### src/rtl/axi4_ar_drop_sender.sv
// Read-address stage of the RAB slave port: buffers AR requests, hands each head entry to the
// lookup core, then forwards it translated on the master AR channel or issues a drop to the R sender.
module axi4_ar_drop_sender #(
  parameter int unsigned AXI_ADDR_WIDTH = 32,
  parameter int unsigned AXI_ID_WIDTH   = 4,
  parameter int unsigned AXI_USER_WIDTH = 4,
  parameter int unsigned BUFFER_DEPTH   = 4
) (
  input  logic                      axi4_aclk,
  input  logic                      axi4_arstn,

  input  logic [AXI_ID_WIDTH-1:0]   s_axi4_arid,
  input  logic [AXI_ADDR_WIDTH-1:0] s_axi4_araddr,
  input  logic [7:0]                s_axi4_arlen,
  input  logic [2:0]                s_axi4_arsize,
  input  logic [1:0]                s_axi4_arburst,
  input  logic                      s_axi4_arlock,
  input  logic [2:0]                s_axi4_arprot,
  input  logic [3:0]                s_axi4_arcache,
  input  logic [3:0]                s_axi4_arregion,
  input  logic [3:0]                s_axi4_arqos,
  input  logic [AXI_USER_WIDTH-1:0] s_axi4_aruser,
  input  logic                      s_axi4_arvalid,
  output logic                      s_axi4_arready,

  output logic [AXI_ID_WIDTH-1:0]   m_axi4_arid,
  output logic [AXI_ADDR_WIDTH-1:0] m_axi4_araddr,
  output logic [7:0]                m_axi4_arlen,
  output logic [2:0]                m_axi4_arsize,
  output logic [1:0]                m_axi4_arburst,
  output logic                      m_axi4_arlock,
  output logic [2:0]                m_axi4_arprot,
  output logic [3:0]                m_axi4_arcache,
  output logic [3:0]                m_axi4_arregion,
  output logic [3:0]                m_axi4_arqos,
  output logic [AXI_USER_WIDTH-1:0] m_axi4_aruser,
  output logic                      m_axi4_arvalid,
  input  logic                      m_axi4_arready,

  output logic                      lookup_req_o,
  output logic [AXI_ADDR_WIDTH-1:0] lookup_addr_o,
  output logic [AXI_ID_WIDTH-1:0]   lookup_id_o,
  output logic [2:0]                lookup_prot_o,
  input  logic                      accept_i,
  input  logic [AXI_ADDR_WIDTH-1:0] trans_addr_i,
  input  logic                      drop_i,
  input  logic                      prefetch_i,
  input  logic                      hit_i,

  output logic                      drop_o,
  output logic [7:0]                drop_len_o,
  output logic [AXI_ID_WIDTH-1:0]   drop_id_o,
  output logic                      drop_prefetch_o,
  output logic                      drop_hit_o,
  input  logic                      drop_done_i
);

  localparam int unsigned PtrW = (BUFFER_DEPTH > 1) ? $clog2(BUFFER_DEPTH) : 1;
  localparam logic [PtrW:0] Full = (PtrW+1)'(BUFFER_DEPTH);

  typedef struct packed {
    logic [AXI_ID_WIDTH-1:0]   id;
    logic [AXI_ADDR_WIDTH-1:0] addr;
    logic [7:0]                len;
    logic [2:0]                size;
    logic [1:0]                burst;
    logic                      lock;
    logic [2:0]                prot;
    logic [3:0]                cache;
    logic [3:0]                region;
    logic [3:0]                qos;
    logic [AXI_USER_WIDTH-1:0] user;
  } ar_t;

  typedef enum logic [1:0] {StIdle, StLookup, StForward, StDrop} state_e;

  ar_t                      mem_q [BUFFER_DEPTH];
  ar_t                      mem_d [BUFFER_DEPTH];
  ar_t                      ar_in;
  ar_t                      head;
  logic [PtrW-1:0]          wr_ptr_q, wr_ptr_d;
  logic [PtrW-1:0]          rd_ptr_q, rd_ptr_d;
  logic [PtrW:0]            count_q, count_d;
  state_e                   state_q, state_d;
  logic [AXI_ADDR_WIDTH-1:0] trans_addr_q, trans_addr_d;
  logic                     prefetch_q, prefetch_d;
  logic                     hit_q, hit_d;
  logic                     pop_q, pop_d;
  logic                     push, pop, empty, fwd, drp;

  assign ar_in = '{id: s_axi4_arid, addr: s_axi4_araddr, len: s_axi4_arlen,
                   size: s_axi4_arsize, burst: s_axi4_arburst, lock: s_axi4_arlock,
                   prot: s_axi4_arprot, cache: s_axi4_arcache, region: s_axi4_arregion,
                   qos: s_axi4_arqos, user: s_axi4_aruser};

  assign head           = mem_q[rd_ptr_q];
  assign empty          = (count_q == '0);
  // Full check alone blocks push-while-full, even in a cycle where the head pops.
  assign s_axi4_arready = (count_q != Full);
  assign push           = s_axi4_arvalid & s_axi4_arready;
  assign fwd            = (state_q == StForward);
  assign drp            = (state_q == StDrop);
  assign pop            = (fwd & m_axi4_arready) | (drp & drop_done_i);

  // pop_q holds off the next lookup one cycle after a completion.
  assign lookup_req_o  = (state_q == StIdle) & ~empty & ~pop_q;
  assign lookup_addr_o = head.addr;
  assign lookup_id_o   = head.id;
  assign lookup_prot_o = head.prot;

  always_comb begin
    mem_d    = mem_q;
    wr_ptr_d = wr_ptr_q;
    rd_ptr_d = rd_ptr_q;
    count_d  = count_q;
    if (push) begin
      mem_d[wr_ptr_q] = ar_in;
      wr_ptr_d        = wr_ptr_q + PtrW'(1);
    end
    if (pop) begin
      rd_ptr_d = rd_ptr_q + PtrW'(1);
    end
    unique case ({push, pop})
      2'b10:   count_d = count_q + (PtrW+1)'(1);
      2'b01:   count_d = count_q - (PtrW+1)'(1);
      default: count_d = count_q;
    endcase
  end

  always_comb begin
    state_d      = state_q;
    trans_addr_d = trans_addr_q;
    prefetch_d   = prefetch_q;
    hit_d        = hit_q;
    pop_d        = pop;
    unique case (state_q)
      StIdle: begin
        if (lookup_req_o) state_d = StLookup;
      end
      StLookup: begin
        if (drop_i) begin
          state_d    = StDrop;
          prefetch_d = prefetch_i;
          hit_d      = hit_i;
        end else if (accept_i) begin
          state_d      = StForward;
          trans_addr_d = trans_addr_i;
        end
      end
      StForward: begin
        if (m_axi4_arready) state_d = StIdle;
      end
      StDrop: begin
        if (drop_done_i) state_d = StIdle;
      end
      default: state_d = StIdle;
    endcase
  end

  always_ff @(posedge axi4_aclk or negedge axi4_arstn) begin
    if (!axi4_arstn) begin
      for (int i = 0; i < int'(BUFFER_DEPTH); i++) mem_q[i] <= '0;
      wr_ptr_q     <= '0;
      rd_ptr_q     <= '0;
      count_q      <= '0;
      state_q      <= StIdle;
      trans_addr_q <= '0;
      prefetch_q   <= 1'b0;
      hit_q        <= 1'b0;
      pop_q        <= 1'b0;
    end else begin
      mem_q        <= mem_d;
      wr_ptr_q     <= wr_ptr_d;
      rd_ptr_q     <= rd_ptr_d;
      count_q      <= count_d;
      state_q      <= state_d;
      trans_addr_q <= trans_addr_d;
      prefetch_q   <= prefetch_d;
      hit_q        <= hit_d;
      pop_q        <= pop_d;
    end
  end

  // Channel outputs are zeroed outside their state so nothing leaks while idle.
  always_comb begin
    m_axi4_arvalid  = fwd;
    m_axi4_arid     = fwd ? head.id     : '0;
    m_axi4_araddr   = fwd ? trans_addr_q : '0;
    m_axi4_arlen    = fwd ? head.len    : '0;
    m_axi4_arsize   = fwd ? head.size   : '0;
    m_axi4_arburst  = fwd ? head.burst  : '0;
    m_axi4_arlock   = fwd ? head.lock   : 1'b0;
    m_axi4_arprot   = fwd ? head.prot   : '0;
    m_axi4_arcache  = fwd ? head.cache  : '0;
    m_axi4_arregion = fwd ? head.region : '0;
    m_axi4_arqos    = fwd ? head.qos    : '0;
    m_axi4_aruser   = fwd ? head.user   : '0;

    drop_o          = drp;
    drop_len_o      = drp ? head.len : '0;
    drop_id_o       = drp ? head.id  : '0;
    drop_prefetch_o = drp & prefetch_q;
    drop_hit_o      = drp & hit_q;
  end

endmodule

### config.mk
export PLATFORM = sky130hd
export DESIGN_NAME = axi4_ar_drop_sender
export DESIGN_NICKNAME = d
export VERILOG_FILES = /design/src/rtl/axi4_ar_drop_sender.sv
export SDC_FILE = /design/constraint.sdc
export NUM_CORES = 1
export LEC_CHECK = 0
export BUFFER_PORTS_ARGS = -buffer_cell sky130_fd_sc_hd__buf_2
export CAP_MARGIN = 25
export CORE_AREA = 10 10 231 123
export CTS_CLUSTER_DIAMETER = 80
export DETAILED_ROUTE_END_ITERATION = 8
export DIE_AREA = 0 0 241 133
export PLACE_DENSITY_LB_ADDON = 0.1
export SYNTH_ARGS = -nofsm -noshare
export SYNTH_HDL_FRONTEND = slang
export SYNTH_SLANG_ARGS = --single-unit
### constraint.sdc
create_clock -name axi4_aclk -period 3.8 [get_ports axi4_aclk]
set_clock_uncertainty 0.05 [all_clocks]
set_input_delay 0.38 -clock axi4_aclk [delete_from_list [all_inputs] [get_ports axi4_aclk]]
set_output_delay 0.38 -clock axi4_aclk [all_outputs]
set_load 0.02 [all_outputs]
* Yosys cells after proc, flatten, opt, wreduce, memory -nomap -nowiden
Index checks and enable logic that the tools add are counted.
Storage, ports and cells: ROM bits 0, output and inout bits 126, latch bits 0, word-level logic and storage cells 115, memory bits (writable) 0, bits in registers 320, memories 0
Operators by class: $add $sub $neg 4, div/mod/pow operators 0, mux-type cells 26, bitwise logic cells 13, shift operators 0, $lt $le $gt $ge 3, reductions and logical operators 7, equality and inequality tests 10, multiply operators 0
Operator list (number):
- $bwmux 276 | 1
- $mux 69 | 3
- $bmux 69 s2 | 1
- $demux 69 s2 | 1
- $mux 32 | 1
- $mux 4 | 6
- $mux 8 | 2
- $mux 2 | 6
- $pmux 2 s4 | 1
- $and 1x1->1 | 7
- $eq 2x2->1 const B | 3
- $ge 3x3->1 const B | 2
- $mux 3 | 2
- $ne 2x2->1 const B | 3
- $ne 3x3->1 const B | 2
- $not 2->3 | 2
- $pmux 3 s2 | 1
- $add 2x1->2 const B | 2
- $eq 2x1->1 const B | 2
- $reduce_and 4->1 | 1
- $add 3x1->3 const B | 1
- $logic_not 3->1 | 1
- $lt 3x1->1 const B | 1
- $not 1->1 | 3
- other kinds (8) | 8

* Longest topological paths before layout
depth in word-level cells 6, depth in mapped cells 9

* Worst setup path before layout
No wires, ideal clock.
path type register to register, from reg count_q[0], to reg count_q[2], required time 3.671 ns, arrival 2.004 ns, period minus slack after synthesis 2.134 ns, path buffers 1, slack 1.666 ns, stages on the path, launching flop included 10, cell sequence dfrtp_1 > or3b_1 > buf_2 > nand2_1 > ha_1 > inv_1 > fa_1 > xor2_1 > nor2_1 > xor2_1
On the way: word-level cells in the longest chain between the ends 4
RTL lines:
- start, declared | line 83 | logic [PtrW:0] count_q, count_d;
- start signal, assigned | line 175 | count_q <= count_d;
- $ne 3x3->1 (*) | line 99 | assign s_axi4_arready = (count_q != Full);
- via s_axi4_arready | line 24 | output logic s_axi4_arready,
- $and 1x1->1 (*) | line 100 | assign push = s_axi4_arvalid & s_axi4_arready;
- $eq 2x1->1 / $eq 2x2->1 (equally long branches) | line 123 | unique case ({push, pop})
- $pmux 3 s2 / $reduce_bool 2->1 (equally long branches)
Mark *: on every way through the listed nets, which the timed path passes. The rest lies on a longest branch. A chain may end at the register's enable or synchronous reset.

* Worst setup path after layout
from reg state_q[1], to out m_axi4_arsize[1]
On the way: word-level cells in the longest chain between the ends 2
RTL lines:
- start, declared | line 84 | state_e state_q, state_d;
- start signal, assigned | line 166 | state_q <= StIdle;
- start signal, assigned | line 176 | state_q <= state_d;
- $eq 2x2->1 | line 101 | assign fwd = (state_q == StForward);
- $mux 3 | line 190 | m_axi4_arsize = fwd ? head.size : '0;
- end, declared | line 29 | output logic [2:0] m_axi4_arsize,
Every way passes these cells.

==> run metrics <==
outcome finished, final reports clean; R2R cell count 4; wire per inst 21.8 um; Register Area ~8000 um2; Simple-Gate Fraction of Synth Area 4.40%; Die H 133 um; Pins Over Slew Limit 0; gr usage total 20.3%; Hold Fails Final Rpt 0; setup TNS 0 ns; worst skew pair latency 0.55 ns; PortBufs about 240; share of cells above drive strength 1 60.0%; postcts setup bufs 0; IO Pins about 240; DR vias 8,221; routed wire length about 32,000 um; Avg Synthesized Cell Area 16.2 um2; largest area contributor in the netlist dfrtp_1; Synth cell types 27; Starting DRT DRC Count between 400 and 500; vias in the first global route ~9,000; commonest cells after routing, fill and taps aside 318 x dfrtp_1, 271 x mux2_2, 234 x buf_2, 82 x and2_1, 69 x mux4_2; XOR/XNOR Fraction of Synth Area 0.365%; Gate Count Post-Synth 888; Synthesis Warnings 0; pin count of the biggest net entering global routing between 100 and 150; Final Util between 60 and 70%; Compound-Gate Fraction of Synth Area 0.130%; initial core utilization 58.5%; Hold Path Sink trans_addr_q[31]; Required @ worst endpoint 3.37 ns; Crit Path Category reg2out; Final Cycle Share 80.3%; RR Startpoint count_q[2]; FF+latch count, synth 320; top cells by area, synth dfrtp_1 56%, mux2_2 21%, mux4_2 11%; global-route wire length before repair 52,000 um; post-CTS resize count 0; die width 241 um; area of the multi-input gates 6060 um2; Setup violations, final 0; Max Cap Violations 0; grt ovf 0; Final nets 1,239; Setup crit end kind primary output; Relative slew margins 42.2%; Syn Std Cell Area approximately 14,000 um2; Startpoint Class flop; number of fill cells approximately 1,700; worst hold path class in2reg; final setup margin between 0.7 and 0.8 ns; Layout area overhead 17.9%; Max VDD drop 0.000538 V; Post-Synth Adder-Cell Area 0.573%; register area share after synthesis 55.6%; Vias per Instance between 5 and 6; Power per Cell Area 954 nW/um2; drt pass-1 iters 4; initial antenna violation count 2; detailed placer's ending HPWL about 21,000 um; hold depth 2; die area 32,100 um2; Worst-path clk slew 0.07 ns; CTS tree yes; Leak 0.00765 uW; R2R setup slack 1.48 ns; htree depth 1; Post-Place Worst Slack 1.28 ns; most common cell after layout, fill and taps aside dfrtp_1; RSZ-0062 raised after global routing no; antenna-violating nets left 0; root buffer cell clkbuf_16; Reg2Reg Capture Point mem_q[35]; CTS buffer count 29; crit path max fanout 37; Rows 41; Clock Sinks between 300 and 400; fin crit period 3.05 ns; main combinational cell family by area after synthesis multiplexers; Mapped Nets between 1,000 and 1,500; top cell type's share of synthesized area between 50% and 60%; residual DRC count 0; hold_sp trans_addr_i[31]; core area 24,600 um2; Max Buffers Root-to-Sink 3; Arrival @ worst endpoint 2.62 ns; worst-margin pin slew around 0.87 ns; mux cell area share after synthesis 36.3%; RePlAce Congestion 0.750; Peak Freq 328 MHz
## sequential cells by signal, indices dropped and copies added (netlist names)
signal	flops
count_q	3
hit_q	1
mem_q	276
pop_q	1
prefetch_q	1
rd_ptr_q	2
state_q	2
trans_addr_q	32
wr_ptr_q	2
## cell families (layout without fill, tap and decap cells)
group | Yosys count | count (layout)
xor gates and xnor gates | 6 | 6
and+or+nand+nor | 102 | 102
other | 0 | 1
AOI/OAI and AO/OA | 2 | 2
muxes | 382 | 382
adders and majority gates | 6 | 6
buffers and inverters | 70 | 326
DFF | 320 | 320
## worst max path at each step
stage / startpoint / to / slack (ns) / depth (start not counted)
3_5_place_dp: rd_ptr_q[0] / m_axi4_arid[2] / 1.28 / 4
3_3_place_gp: state_q[1] / m_axi4_aruser[1] / 1.29 / 4
4_1_cts: rd_ptr_q[0] / m_axi4_arid[2] / 0.69 / 4
5_1_grt: state_q[1] / m_axi4_arregion[1] / 0.52 / 4
6_report: state_q[1] / m_axi4_arsize[1] / 0.75 / 4
2_1_floorplan: count_q[0] / count_q[2] / 1.67 / 9
## repair_timing
| action | in CTS | in global routing |
|---|---|---|
| hold buffers | 15 | 0 |
| endpoints found under the setup margin | 0 | 0 |
| hold endpoints to repair | 113 | 0 |
## final cells by class
type	instances	share of cell area, %
Inverter	6	0.132
Clock buffer	42	4.79
Clock inverter	10	0.670
Timing Repair Buffer	268	9.24
Sequential cell	320	47.1
Antenna cell	1	0.0147
Multi-Input combinational cell	498	35.6
Tap cell	322	2.37
## routing by layer
| layer | GRT usage [%] | wire length (um) | vias up |
|---|---|---|---|
| li1 | - | - | 3719 |
| met1 | 29.9 | 15100 | 4308 |
| met5 | 0 | 13 | - |
| met2 | 31.2 | 14900 | 157 |
| met3 | 3.71 | 1450 | 35 |
| met4 | 3.86 | 454 | 2 |
## critical path, cell delays in order (launching register included)
cell	delay, ns
dfrtp_1	0.56
nor2b_4	0.68
buf_4	0.43
and2_1	0.19
buf_2	0.16
## per-stage QoR
stage	cells	cell area, um2	total power (uW)	hold slack [ns]
6_report	1467	17000	16200	0.0227
4_1_cts	1466	17000	16400	0.000121
2_1_floorplan	888	14400	11400	0.0344
5_1_grt	1467	17000	17200	0.0114
3_3_place_gp	1399	15900	13300	0.430
3_5_place_dp	1399	15900	13500	0.426
## Yosys cell counts, drive strengths merged
cell / n
a31o: 1
a32o: 1
and2: 82
and3: 6
buf: 44
clkbuf: 20
dfrtp: 320
fa: 1
ha: 5
inv: 6
mux2: 311
mux2i: 2
mux4: 69
nand2: 3
nand3b: 1
nor2: 2
nor2b: 2
nor3: 1
nor4: 1
nor4bb: 1
or3: 1
or3b: 2
xnor2: 2
xor2: 4
## report_power, final
group / total [uW] / switching, uW / internal, uW
registers: 6320 / 1150 / 5170
logic: 7020 / 3130 / 3900
clock network: 2880 / 1250 / 1630
total: 16200 / 5530 / 10700
No activity file was read; power rests on OpenSTA's default activity.
